### src/rtl/pwm_fade_sequencer.sv
// pwm_fade_sequencer: Avalon-MM programmable fade engine.
// It drives a PWM stage with a triangular duty ramp (UP to MAX, then DOWN to 0).
// Ports:
//   clk, reset (async, active-high)
//   address/write/read/writedata/readdata: Avalon-MM slave
//   duty_out/period_out/duty_be: PWM stage
//   irq: fade-complete interrupt, present only with PWM_FADE_IRQ_EN defined
// Optional macro: PWM_FADE_IRQ_EN.
module pwm_fade_sequencer #(
  parameter int N = 32,
  parameter int M = 4
) (
  input  logic         clk,
  input  logic         reset,
  input  logic [2:0]   address,
  input  logic         write,
  input  logic         read,
  input  logic [N-1:0] writedata,
  output logic [N-1:0] readdata,
  output logic [N-1:0] duty_out,
  output logic [N:0]   period_out,
  output logic [M-1:0] duty_be
`ifdef PWM_FADE_IRQ_EN
  ,
  output logic         irq
`endif
);

  typedef enum logic [1:0] {
    ST_IDLE = 2'd0,
    ST_UP   = 2'd1,
    ST_DOWN = 2'd2,
    ST_DONE = 2'd3
  } state_t;

  localparam logic [N-1:0] ONE = {{(N-1){1'b0}}, 1'b1};

  state_t       state, state_nx;
  logic         en, loop_en, done;
  logic [N-1:0] period, step, max_v, cnt;
  logic [N-1:0] duty_nx, up_val, dn_val;
  logic [N-1:0] period_eff, rd_mux;
  logic [N:0]   up_sum;
  logic         tick, strobe, set_done, clr_en;
  logic         ctrl_wr, per_wr, stat_wr;

  assign ctrl_wr = write && (address == 3'd0);
  assign per_wr  = write && (address == 3'd1);
  assign stat_wr = write && (address == 3'd5);

  assign period_out = {1'b0, period};

  // PERIOD of 0 behaves as 1 so a tick fires every cycle.
  assign period_eff = (period == '0) ? ONE : period;
  assign tick       = (cnt == period_eff);

  // Extra carry bit keeps the saturation compare free of wrap-around.
  assign up_sum = {1'b0, duty_out} + {1'b0, step};
  assign up_val = (up_sum >= {1'b0, max_v}) ? max_v : up_sum[N-1:0];
  assign dn_val = (duty_out > step) ? (duty_out - step) : '0;

  always_comb begin
    state_nx = state;
    duty_nx  = duty_out;
    strobe   = 1'b0;
    set_done = 1'b0;
    clr_en   = 1'b0;
    // A CTRL write owns the cycle; any coincident tick is dropped.
    if (ctrl_wr) begin
      if (!writedata[0]) begin
        state_nx = ST_IDLE;
      end else if (state == ST_IDLE) begin
        state_nx = ST_UP;
        duty_nx  = '0;
        strobe   = 1'b1;
      end
    end else begin
      unique case (state)
        ST_IDLE: ;
        ST_UP: begin
          if (tick) begin
            duty_nx = up_val;
            strobe  = 1'b1;
            if (up_val == max_v) state_nx = ST_DOWN;
          end
        end
        ST_DOWN: begin
          if (tick) begin
            duty_nx = dn_val;
            strobe  = 1'b1;
            if (dn_val == '0) state_nx = loop_en ? ST_UP : ST_DONE;
          end
        end
        ST_DONE: begin
          set_done = 1'b1;
          clr_en   = 1'b1;
          state_nx = ST_IDLE;
        end
      endcase
    end
  end

  always_ff @(posedge clk or posedge reset) begin
    if (reset) state <= ST_IDLE;
    else       state <= state_nx;
  end

  always_comb begin
    rd_mux = '0;
    case (address)
      3'd0:    rd_mux[1:0] = {loop_en, en};
      3'd1:    rd_mux = period;
      3'd2:    rd_mux = step;
      3'd3:    rd_mux = max_v;
      3'd4:    rd_mux = duty_out;
      3'd5:    rd_mux[2:0] = {done, state};
      default: rd_mux = '0;
    endcase
  end

  always_ff @(posedge clk or posedge reset) begin
    if (reset) begin
      en       <= 1'b0;
      loop_en  <= 1'b0;
      period   <= '0;
      step     <= '0;
      max_v    <= '0;
      done     <= 1'b0;
      cnt      <= ONE;
      duty_out <= '0;
      duty_be  <= '0;
      readdata <= '0;
    end else begin
      if (ctrl_wr) begin
        en      <= writedata[0];
        loop_en <= writedata[1];
      end else if (clr_en) begin
        en <= 1'b0;
      end
      if (per_wr) period <= writedata;
      if (write && address == 3'd2) step <= writedata;
      if (write && address == 3'd3) max_v <= writedata;
      // Completion wins over a same-cycle clear so it is never lost.
      if (set_done)     done <= 1'b1;
      else if (stat_wr) done <= 1'b0;
      cnt      <= (per_wr || tick) ? ONE : cnt + ONE;
      duty_out <= duty_nx;
      duty_be  <= strobe ? {M{1'b1}} : {M{1'b0}};
      if (read) readdata <= rd_mux;
    end
  end

`ifdef PWM_FADE_IRQ_EN
  always_ff @(posedge clk or posedge reset) begin
    if (reset) irq <= 1'b0;
    else       irq <= done && !stat_wr;
  end
`endif

endmodule

### config.mk
export PLATFORM = sky130hd
export DESIGN_NAME = pwm_fade_sequencer
export DESIGN_NICKNAME = d
export VERILOG_FILES = /design/src/rtl/pwm_fade_sequencer.sv
export SDC_FILE = /design/constraint.sdc
export NUM_CORES = 1
export LEC_CHECK = 0
export CAP_MARGIN = 10
export CORE_MARGIN = 1.5
export CORE_UTILIZATION = 65
export DETAILED_ROUTE_END_ITERATION = 6
export DONT_BUFFER_PORTS = 1
export PLACE_DENSITY = 0.91
export SYNTH_ARGS = -nofsm -noshare
export SYNTH_HDL_FRONTEND = slang
export SYNTH_SLANG_ARGS = --single-unit
### constraint.sdc
create_clock -name clk -period 10.5 [get_ports clk]
set_input_delay 2.1 -clock clk [delete_from_list [all_inputs] [get_ports clk]]
set_output_delay 2.1 -clock clk [all_outputs]
set_load 0.05 [all_outputs]
==> results of run 1 <==
## stage by stage
stage,setup WS [ps],util
6_report,3494,0.7009
2_1_floorplan,3004,-
5_1_grt,2979,0.7009
4_1_cts,3636,0.7009
3_3_place_gp,3868,0.6738
3_5_place_dp,3668,0.6738
## layout make-up
cell class / count / area, um^2
inverters: 132 / 503.0
clock inverters: 15 / 215.2
fillers: 1873 / 7084
clock buffers: 17 / 425.4
flip-flops and latches: 198 / 4957
repair buffers: 18 / 135.1
well taps: 319 / 399.1
multi-input cells: 1379 / 9963
## Yosys cell counts (9+ instances only)
| cell | instances | area share |
|---|---|---|
| a21o_1 | 34 | 0.016 |
| a21oi_1 | 95 | 0.030 |
| a221oi_1 | 32 | 0.018 |
| a22o_1 | 63 | 0.035 |
| a31oi_1 | 12 | 0.0048 |
| and3_1 | 18 | 0.0071 |
| buf_2 | 12 | 0.0038 |
| clkbuf_1 | 78 | 0.019 |
| dfrtp_1 | 197 | 0.31 |
| ha_1 | 102 | 0.081 |
| inv_1 | 124 | 0.029 |
| mux2_2 | 71 | 0.051 |
| mux2i_1 | 23 | 0.015 |
| nand2_1 | 115 | 0.027 |
| nand3_1 | 49 | 0.016 |
| nand4_1 | 35 | 0.014 |
| nor2_1 | 145 | 0.034 |
| nor2b_1 | 25 | 0.0099 |
| nor3_1 | 28 | 0.0089 |
| nor4_1 | 35 | 0.014 |
| o211ai_1 | 15 | 0.0071 |
| o21ai_0 | 77 | 0.024 |
| o21bai_1 | 9 | 0.0043 |
| o22ai_1 | 51 | 0.020 |
| o31ai_1 | 25 | 0.012 |
| or2_2 | 10 | 0.0040 |
| or3_1 | 12 | 0.0048 |
| xnor2_1 | 60 | 0.033 |
| xor2_1 | 63 | 0.035 |
## per-layer routing
layer,track usage,up-vias,part of all wire
met3,0.1340,224,0.12
met4,0.2602,0,0.063
met5,0,-,0
met2,0.7163,1049,0.43
li1,-,6561,-
met1,0.6029,7535,0.38
## registers in the layout, summed over array words and instances, names as in the netlist, 2 cells and up
| signal | cells |
|---|---|
| duty_out | 32 |
| readdata | 32 |
| step | 32 |
| max_v | 32 |
| state | 2 |
| cnt | 32 |
| period | 32 |
## logic make-up (layout without fill, tap and decap cells)
group	count (synthesis)	in the layout	synth area share
buffers and inverters	234	182	0.05778
and+or+nand+nor	518	518	0.1634
other	1	1	0.0002375
adders and majority gates	104	104	0.08338
AOI/OAI and AO/OA	536	536	0.2440
DFF	198	198	0.3139
xor gates and xnor gates	125	125	0.07109
muxes	95	95	0.06618
## final timing paths
path | endpoint | slack (ps) | cells past startpoint
min | cnt[0]$_DFF_PP1_ | 520 | 1
max in group asynchronous | duty_out[17]$_DFFE_PP0P_ | 7300 | 2
min in group asynchronous | cnt[5]$_DFF_PP0_ | 1660 | 1
max reg2reg | duty_out[8]$_DFFE_PP0P_ | 3490 | 20
max | duty_out[8]$_DFFE_PP0P_ | 3490 | 20
min reg2reg | cnt[0]$_DFF_PP1_ | 520 | 1
## report_power, final
part	switching (mW)	internal, mW
logic	1.82	1.02
clock network	0.379	0.354
registers	0.554	0.901
==> qor.csv, run 1 <==
stage;metric;value;unit
cells_and_area;# nets final;1889;
pwr;Pwr per Cell Area;303.1;nW/um^2
logic_synthesis;Post-synth EDFFs;0;
sta;unrepaired setup endpoints after global routing;no;
clock_tree;Clock Path Buffers;2;
outcome;status;finished clean;
critical_path;RR Startpoint;duty_out[19]$_DFFE_PP0P_;
sta;Final Hold Viols;0;
critical_path;required time worst endpoint;10850;ps
critical_path;Worst EP arrival;7360;ps
route;wire length per cell;28.84;um
place;# placed instances;2046;
route;# DRC;0;
die;Die Width;158.8;um
grt;Global Route Usage Sum;0.4706;
cells_and_area;commonest cells after routing, fill and taps aside;dfrtp_1 (196), nor2_1 (143), inv_1 (123);
critical_path;CP Cell Sequence;ha_1, nor4_2, nand4_1, a2111oi_0, a221oi_2, nand3_1, a31oi_1, xnor2_1, ha_1, a21o_1, a211oi_1, o211ai_1, a21oi_1, o221ai_1, a31oi_4, buf_4, mux2i_1, nor2_1, a31o_2, a22o_1;
sta;worst setup skew after layout;17.87;ps
sta;Tightest Pin Transition;1209;ps
clock_tree;htree depth;4;
cells_and_area;commonest non-fill, non-tap cell in the layout;dfrtp_1;
cells_and_area;share of cells above drive strength 1;0.09892;
sta;relative slew slack;0.1920;
die;Die ar.;25230;um^2
critical_path;crit path from;duty_out[19]$_DFFE_PP0P_;
die;Initial Util;0.6666;
critical_path;crit path max fanout;41;
clock_tree;Root Driver;clkbuf_16;
logic_synthesis;Seq/Total Area, Yosys;0.3139;
place;port buffer count;0;
grt;first-pass GRT wire length;90520;um
cells_and_area;non-filler cells, final;2078;
cells_and_area;Inserted Diodes;0;
critical_path;WP buf/inv;1;
grt;vias in the first global route;14780;
clock_tree;setup repair bufs after CTS;0;
logic_synthesis;Yosys cell types;94;
sta;Final Critical Period;7006;ps
critical_path;Crit path top cell by count;ha_1;
place;Post-DP Area;15960;um^2
die;core area;23680;um^2
logic_synthesis;syn avg cell area;8.717;um^2
logic_synthesis;Synth Instances;1811;
sta;Final TNS setup;0;ps
sta;Max Clk Rate;0.1427;GHz
route;1st-iter DRT viols;2040;
grt;Congestion Overflow GR;0;
critical_path;dominant delay contributor by cell family on the critical path;compound AO/OA/AOI/OAI gates;
grt;initial antenna violation count;0;
place;HPWL Detailed;44540;um
sta;Setup-failing EPs final;0;
critical_path;CP Class;reg -> reg;
critical_path;slowest cell delay on critical path;730;ps
cells_and_area;Layout area overhead;5.144;%
clock_tree;# hold bufs at CTS;0;
clock_tree;clock tree sinks;198;
clock_tree;clock-pin transition on the worst setup and hold timing paths;90;ps
clock_tree;clock latency on the worst-skew pair;460;ps
route;Vias/cell;7.396;
logic_synthesis;Yosys warnings;0;
pwr;total power;5.030;mW
route;final wirelength;59940;um
critical_path;CP startpoint kind;flip-flop;
logic_synthesis;Top FF cell, synth;dfrtp_1;
die;num rows;56;
clock_tree;CTS resizes;0;
sta;fin crit share;0.6672;
cells_and_area;Final Cell Area;16600;um^2
clock_tree;TritonCTS clock tree;done;
pwr;Pleak;7.381;nW
grt;largest net degree at the start of global routing;126;
logic_synthesis;Post-Syn Nets;1954;
flow_run;Max-cap violations;0;
sta;fin. max-slew vios;0;
min_path;Hold Crit Class;reg -> reg;
sta;Fin Hold WS;515.2;ps
route;Pre-Repair DR Iteration Count;6;
place;Final Wtd Congestion;1.076;
pwr;maximum vdd ir drop;0.1902;mV
route;antenna violation net count after detailed routing;0;
route;vias post-DR;15370;
logic_synthesis;Yosys reg bits;198;
die;height of the die;158.8;um
critical_path;Critical Path Sink Type;flip-flop;
clock_tree;CTS Buf Count;17;
logic_synthesis;Cell Area, Synth;15790;um^2
logic_synthesis;async set-reset flop share out of synthesis;1.000;
die;IO Pins;140;
critical_path;slowest CP cell;dfrtp_1;
min_path;HP Start;cnt[0]$_DFF_PP1_;
Power figures use the tool's default switching activity.
==> run 2, diff against run 1 <==
Clock period 10.5 ns to 7.25 ns, I/O delays scaled along.
==> qor.csv, run 2 (same netlist as run 1, synthesis figures left out) <==
stage;metric;value;unit
min_path;worst hold path depth;1;
route;Vias/cell;7.463;
clock_tree;CTS resizes;0;
clock_tree;CTS Buf Count;17;
pwr;Flop pwr share;0.280;
clock_tree;clock latency on the worst-skew pair;470;ps
pwr;Pint;3.319;mW
min_path;Hold Crit Class;reg -> reg;
grt;Congestion Overflow GR;0;
pwr;Clock power frac;0.142;
sta;Final TNS setup;0;ps
clock_tree;TritonCTS clock tree;done;
sta;Setup-failing EPs final;0;
sta;worst setup skew after layout;19.54;ps
critical_path;Worst EP arrival;7340;ps
outcome;status;finished clean;
pwr;Switching Share;0.5527;
die;Die Width;158.8;um
sta;Final Hold Viols;0;
sta;fin. max-slew vios;0;
sta;Tightest Pin Transition;1193;ps
place;HPWL Detailed;46360;um
clock_tree;# hold bufs at CTS;0;
route;wire length per cell;29.99;um
critical_path;flop-to-flop setup slack;250;ps
grt;first-pass GRT wire length;93210;um
route;Pre-Repair DR Iteration Count;5;
place;port buffer count;0;
clock_tree;clock-pin transition on the worst setup and hold timing paths;90;ps
route;antenna violation net count after detailed routing;0;
sta;relative slew slack;0.1971;
pwr;Pwr per Cell Area;444.2;nW/um^2
cells_and_area;share of cells above drive strength 1;0.1056;
pwr;maximum vdd ir drop;0.2456;mV
route;final wirelength;62740;um
grt;vias in the first global route;15280;
die;core area;23680;um^2
clock_tree;setup repair bufs after CTS;0;
cells_and_area;Layout area overhead;5.825;%
cells_and_area;# nets final;1901;
cells_and_area;commonest non-fill, non-tap cell in the layout;dfrtp_1;
route;vias post-DR;15610;
place;Final Wtd Congestion;1.032;
cells_and_area;sequential cell area;4957;um^2
grt;initial antenna violation count;1;
sta;fin crit share;0.9650;
die;num rows;56;
cells_and_area;# fillers;1780;
clock_tree;Root Driver;clkbuf_16;
clock_tree;htree depth;4;
die;IO Pins;140;
cells_and_area;Multi-input gate area;9981;um^2
route;# DRC;0;
die;Die ar.;25230;um^2
critical_path;CP Class;reg -> reg;
cells_and_area;commonest cells after routing, fill and taps aside;dfrtp_1 (196), nor2_1 (143), inv_1 (123);
sta;Final Critical Period;6996;ps
sta;unrepaired setup endpoints after global routing;no;
clock_tree;Clock Path Buffers;2;
sta;Fin Hold WS;524.5;ps
pwr;net switching power;4.101;mW
critical_path;Critical Path Sink Type;flip-flop;
critical_path;crit path max fanout;21;
pwr;Pleak;7.435;nW
die;height of the die;158.8;um
critical_path;R2R depth;21;
route;1st-iter DRT viols;2008;
grt;Global Route Usage Sum;0.4895;
clock_tree;clock tree sinks;198;
sta;Max Clk Rate;0.1429;GHz
grt;largest net degree at the start of global routing;116;
flow_run;Max-cap violations;0;
critical_path;required time worst endpoint;7600;ps
pwr;Comb pwr share;0.577;
die;Initial Util;0.6666;
critical_path;CP startpoint kind;flip-flop;
==> run 2: cell type report <==
cell class / count / area share
Inverter: 132 / 0.03011
Multi-Input combinational cell: 1380 / 0.5974
Sequential cell: 198 / 0.2967
Clock inverter: 15 / 0.01303
Antenna cell: 2 / 0.0002996
Timing Repair Buffer: 29 / 0.01303
Clock buffer: 17 / 0.02546
Tap cell: 319 / 0.02389
==> run 2: final timing paths <==
check	startpoint	to
worst max-delay path	duty_out[6]$_DFFE_PP0P_	duty_out[16]$_DFFE_PP0P_
worst min-delay path	cnt[0]$_DFF_PP1_	cnt[0]$_DFF_PP1_
worst max register to register	duty_out[6]$_DFFE_PP0P_	duty_out[16]$_DFFE_PP0P_
worst min register to register	cnt[0]$_DFF_PP1_	cnt[0]$_DFF_PP1_
max in group asynchronous	reset	duty_be[2]$_DFF_PP0_
min in group asynchronous	reset	cnt[6]$_DFF_PP0_
==> run 2: worst max-delay path, stage by stage, from the launching register on <==
cell and delay (ps):
dfrtp_1 620, ha_1 760, nor2b_2 170, nor4_2 420, a211oi_4 220, a311oi_4 730, o21ai_2 270, a31oi_1 310
o21bai_1 120, xnor2_1 230, ha_1 290, a211oi_1 410, o211ai_1 160, a21oi_1 160, o221ai_1 290, a31oi_4 490
buf_4 370, buf_4 220, nor2_1 60, a21oi_1 180, o22ai_1 120, a22o_1 260
==> run 2: layer usage <==
metal	up-vias	GRT usage	wire length, um
met5	-	0	9
met4	2	0.3052	4222
met3	290	0.1774	8992
met2	1252	0.7454	27280
met1	7486	0.5884	22230
li1	6583	-	-
==> run 2: through the flow <==
step	util	instance area (um^2)	power [mW]	instances	setup WS, ps
4_1_cts	0.7045	16680	7.169	2089	426.3
6_report	0.7054	16710	7.420	2092	254.0
5_1_grt	0.7052	16700	7.693	2090	47.30
3_3_place_gp	0.6774	16040	6.045	2057	496.2
2_1_floorplan	-	15790	4.843	1811	404.3
3_5_place_dp	0.6774	16040	6.109	2057	553.7
==> run 2: power by group through the flow <==
stage | sequential (mW) | clock [mW] | combinational, mW
detailed placement | 2.07 | 0 | 4.04
global route | 2.09 | 1.08 | 4.52
finish | 2.08 | 1.06 | 4.28
CTS | 2.05 | 1.04 | 4.08
global placement | 2.06 | 0 | 3.99
floorplan | 1.94 | 0 | 2.90
==> run 3, diff against run 2 <==
Settings changed: PLACE_DENSITY 0.91 to 0.81.
==> qor.csv, run 3 (same netlist as run 1, synthesis figures left out) <==
stage;metric;value;unit
place;HPWL Detailed;45470;um
grt;Congestion Overflow GR;0;
cells_and_area;non-filler cells, final;2079;
min_path;Hold Crit Class;reg -> reg;
pwr;total power;7.367;mW
clock_tree;Clock Path Buffers;2;
route;1st-iter DRT viols;2318;
sta;worst setup skew after layout;17.70;ps
pwr;Pwr per Cell Area;443.3;nW/um^2
outcome;status;complete, but fails checks;
grt;vias in the first global route;15050;
route;final wirelength;62100;um
clock_tree;CTS Buf Count;17;
pwr;Flop pwr share;0.289;
route;Pre-Repair DR Iteration Count;7;
pwr;net switching power;4.053;mW
die;height of the die;158.8;um
route;# DRC;11;
clock_tree;htree depth;4;
sta;Final Critical Period;6416;ps
grt;Global Route Usage Sum;0.4809;
sta;Tightest Pin Transition;1316;ps
clock_tree;clock-pin transition on the worst setup and hold timing paths;90;ps
critical_path;CP startpoint kind;flip-flop;
outcome;failing checks;DRC;
die;Initial Util;0.6666;
grt;first-pass GRT wire length;92150;um
cells_and_area;share of cells above drive strength 1;0.1000;
cells_and_area;commonest non-fill, non-tap cell in the layout;dfrtp_1;
place;Final Wtd Congestion;1.081;
place;# placed instances;2046;
sta;unrepaired setup endpoints after global routing;no;
pwr;Pleak;7.389;nW
pwr;maximum vdd ir drop;0.2636;mV
cells_and_area;# nets final;1890;
route;vias post-DR;15710;
cells_and_area;Inserted Diodes;0;
die;core area;23680;um^2
clock_tree;# hold bufs at CTS;0;
cells_and_area;Final Cell Area;16620;um^2
sta;fin crit share;0.8850;
critical_path;crit path max fanout;30;
route;Vias/cell;7.556;
pwr;Switching Share;0.5502;
critical_path;Critical Path Sink Type;flip-flop;
die;Die ar.;25230;um^2
clock_tree;Root Driver;clkbuf_16;
die;Die Width;158.8;um
place;Post-DP Area;15960;um^2
pwr;Comb pwr share;0.566;
grt;initial antenna violation count;2;
sta;Final TNS setup;0;ps
clock_tree;clock latency on the worst-skew pair;460;ps
clock_tree;setup repair bufs after CTS;0;
critical_path;Worst EP arrival;6750;ps
sta;Setup-failing EPs final;0;
critical_path;CP Class;reg -> reg;
sta;Max Clk Rate;0.1558;GHz
die;IO Pins;140;
place;port buffer count;0;
pwr;Clock power frac;0.145;
cells_and_area;Layout area overhead;5.279;%
critical_path;required time worst endpoint;7580;ps
sta;Final Hold Viols;0;
flow_run;Max-cap violations;0;
clock_tree;CTS resizes;0;
critical_path;flop-to-flop setup slack;830;ps
sta;fin. max-slew vios;0;
clock_tree;clock tree sinks;198;
route;antenna violation net count after detailed routing;0;
pwr;Pint;3.314;mW
cells_and_area;commonest cells after routing, fill and taps aside;dfrtp_1 (196), nor2_1 (143), inv_1 (123);
route;wire length per cell;29.87;um
cells_and_area;post-layout util;0.7018;
sta;relative slew slack;0.1207;
clock_tree;TritonCTS clock tree;done;
grt;largest net degree at the start of global routing;128;
die;num rows;56;
run 3: path summary, 6_finish.rpt:
check / start / to / cells after the start
min in group asynchronous: reset / cnt[5]$_DFF_PP0_ / 1
max: duty_out[12]$_DFFE_PP0P_ / state[1]$_DFFE_PP0P_ / 22
max reg2reg: duty_out[12]$_DFFE_PP0P_ / state[1]$_DFFE_PP0P_ / 22
min reg2reg: cnt[0]$_DFF_PP1_ / cnt[0]$_DFF_PP1_ / 1
min: cnt[0]$_DFF_PP1_ / cnt[0]$_DFF_PP1_ / 1
max in group asynchronous: reset / duty_out[19]$_DFFE_PP0P_ / 2
run 3: final cells by class:
cell class / instances / area [um^2]
Fill cell: 1840 / 7063
Inverter: 132 / 503.0
Clock buffer: 17 / 425.4
Tap cell: 319 / 399.1
Timing Repair Buffer: 19 / 155.1
Multi-Input combinational cell: 1379 / 9967
Clock inverter: 15 / 212.7
Sequential cell: 198 / 4957
run 3: stage by stage:
stage	hold slack (ps)	worst slack, ps
after detailed placement	490.8	1074
after global placement	482.0	1151
after floorplan	461.9	404.3
after CTS	523.6	1021
after global routing	551.4	525.4
final	531.5	833.5
run 3: worst max-delay path, cell delays in order (launching register included):
cell	delay, ps
dfrtp_1	640
ha_1	770
inv_2	170
a21oi_1	550
o31ai_1	200
a311oi_4	640
o21ai_2	250
a31oi_1	280
o21bai_1	120
xnor2_1	180
ha_1	320
nand3_1	150
nor4_1	350
nand4_1	140
o211ai_1	120
a21oi_1	60
o221ai_1	120
a31oi_4	50
buf_4	280
o211a_1	260
a311oi_1	300
o21ai_1	170
mux2i_1	150
run 3: power by group through the flow:
stage | clock [mW] | combinational, mW | sequential [mW]
floorplan | 0 | 2.90 | 1.94
global placement | 0 | 3.89 | 2.09
detailed placement | 0 | 3.94 | 2.11
CTS | 1.06 | 3.98 | 2.09
global route | 1.10 | 4.41 | 2.13
finish | 1.07 | 4.17 | 2.13
run 3: per-layer routing:
| layer | track usage | vias to the layer above | share of wire |
|---|---|---|---|
| li1 | - | 6576 | - |
| met3 | 0.1580 | 329 | 0.13 |
| met5 | 0 | - | 0.00037 |
| met4 | 0.2775 | 4 | 0.066 |
| met1 | 0.5996 | 7526 | 0.37 |
| met2 | 0.7297 | 1273 | 0.43 |
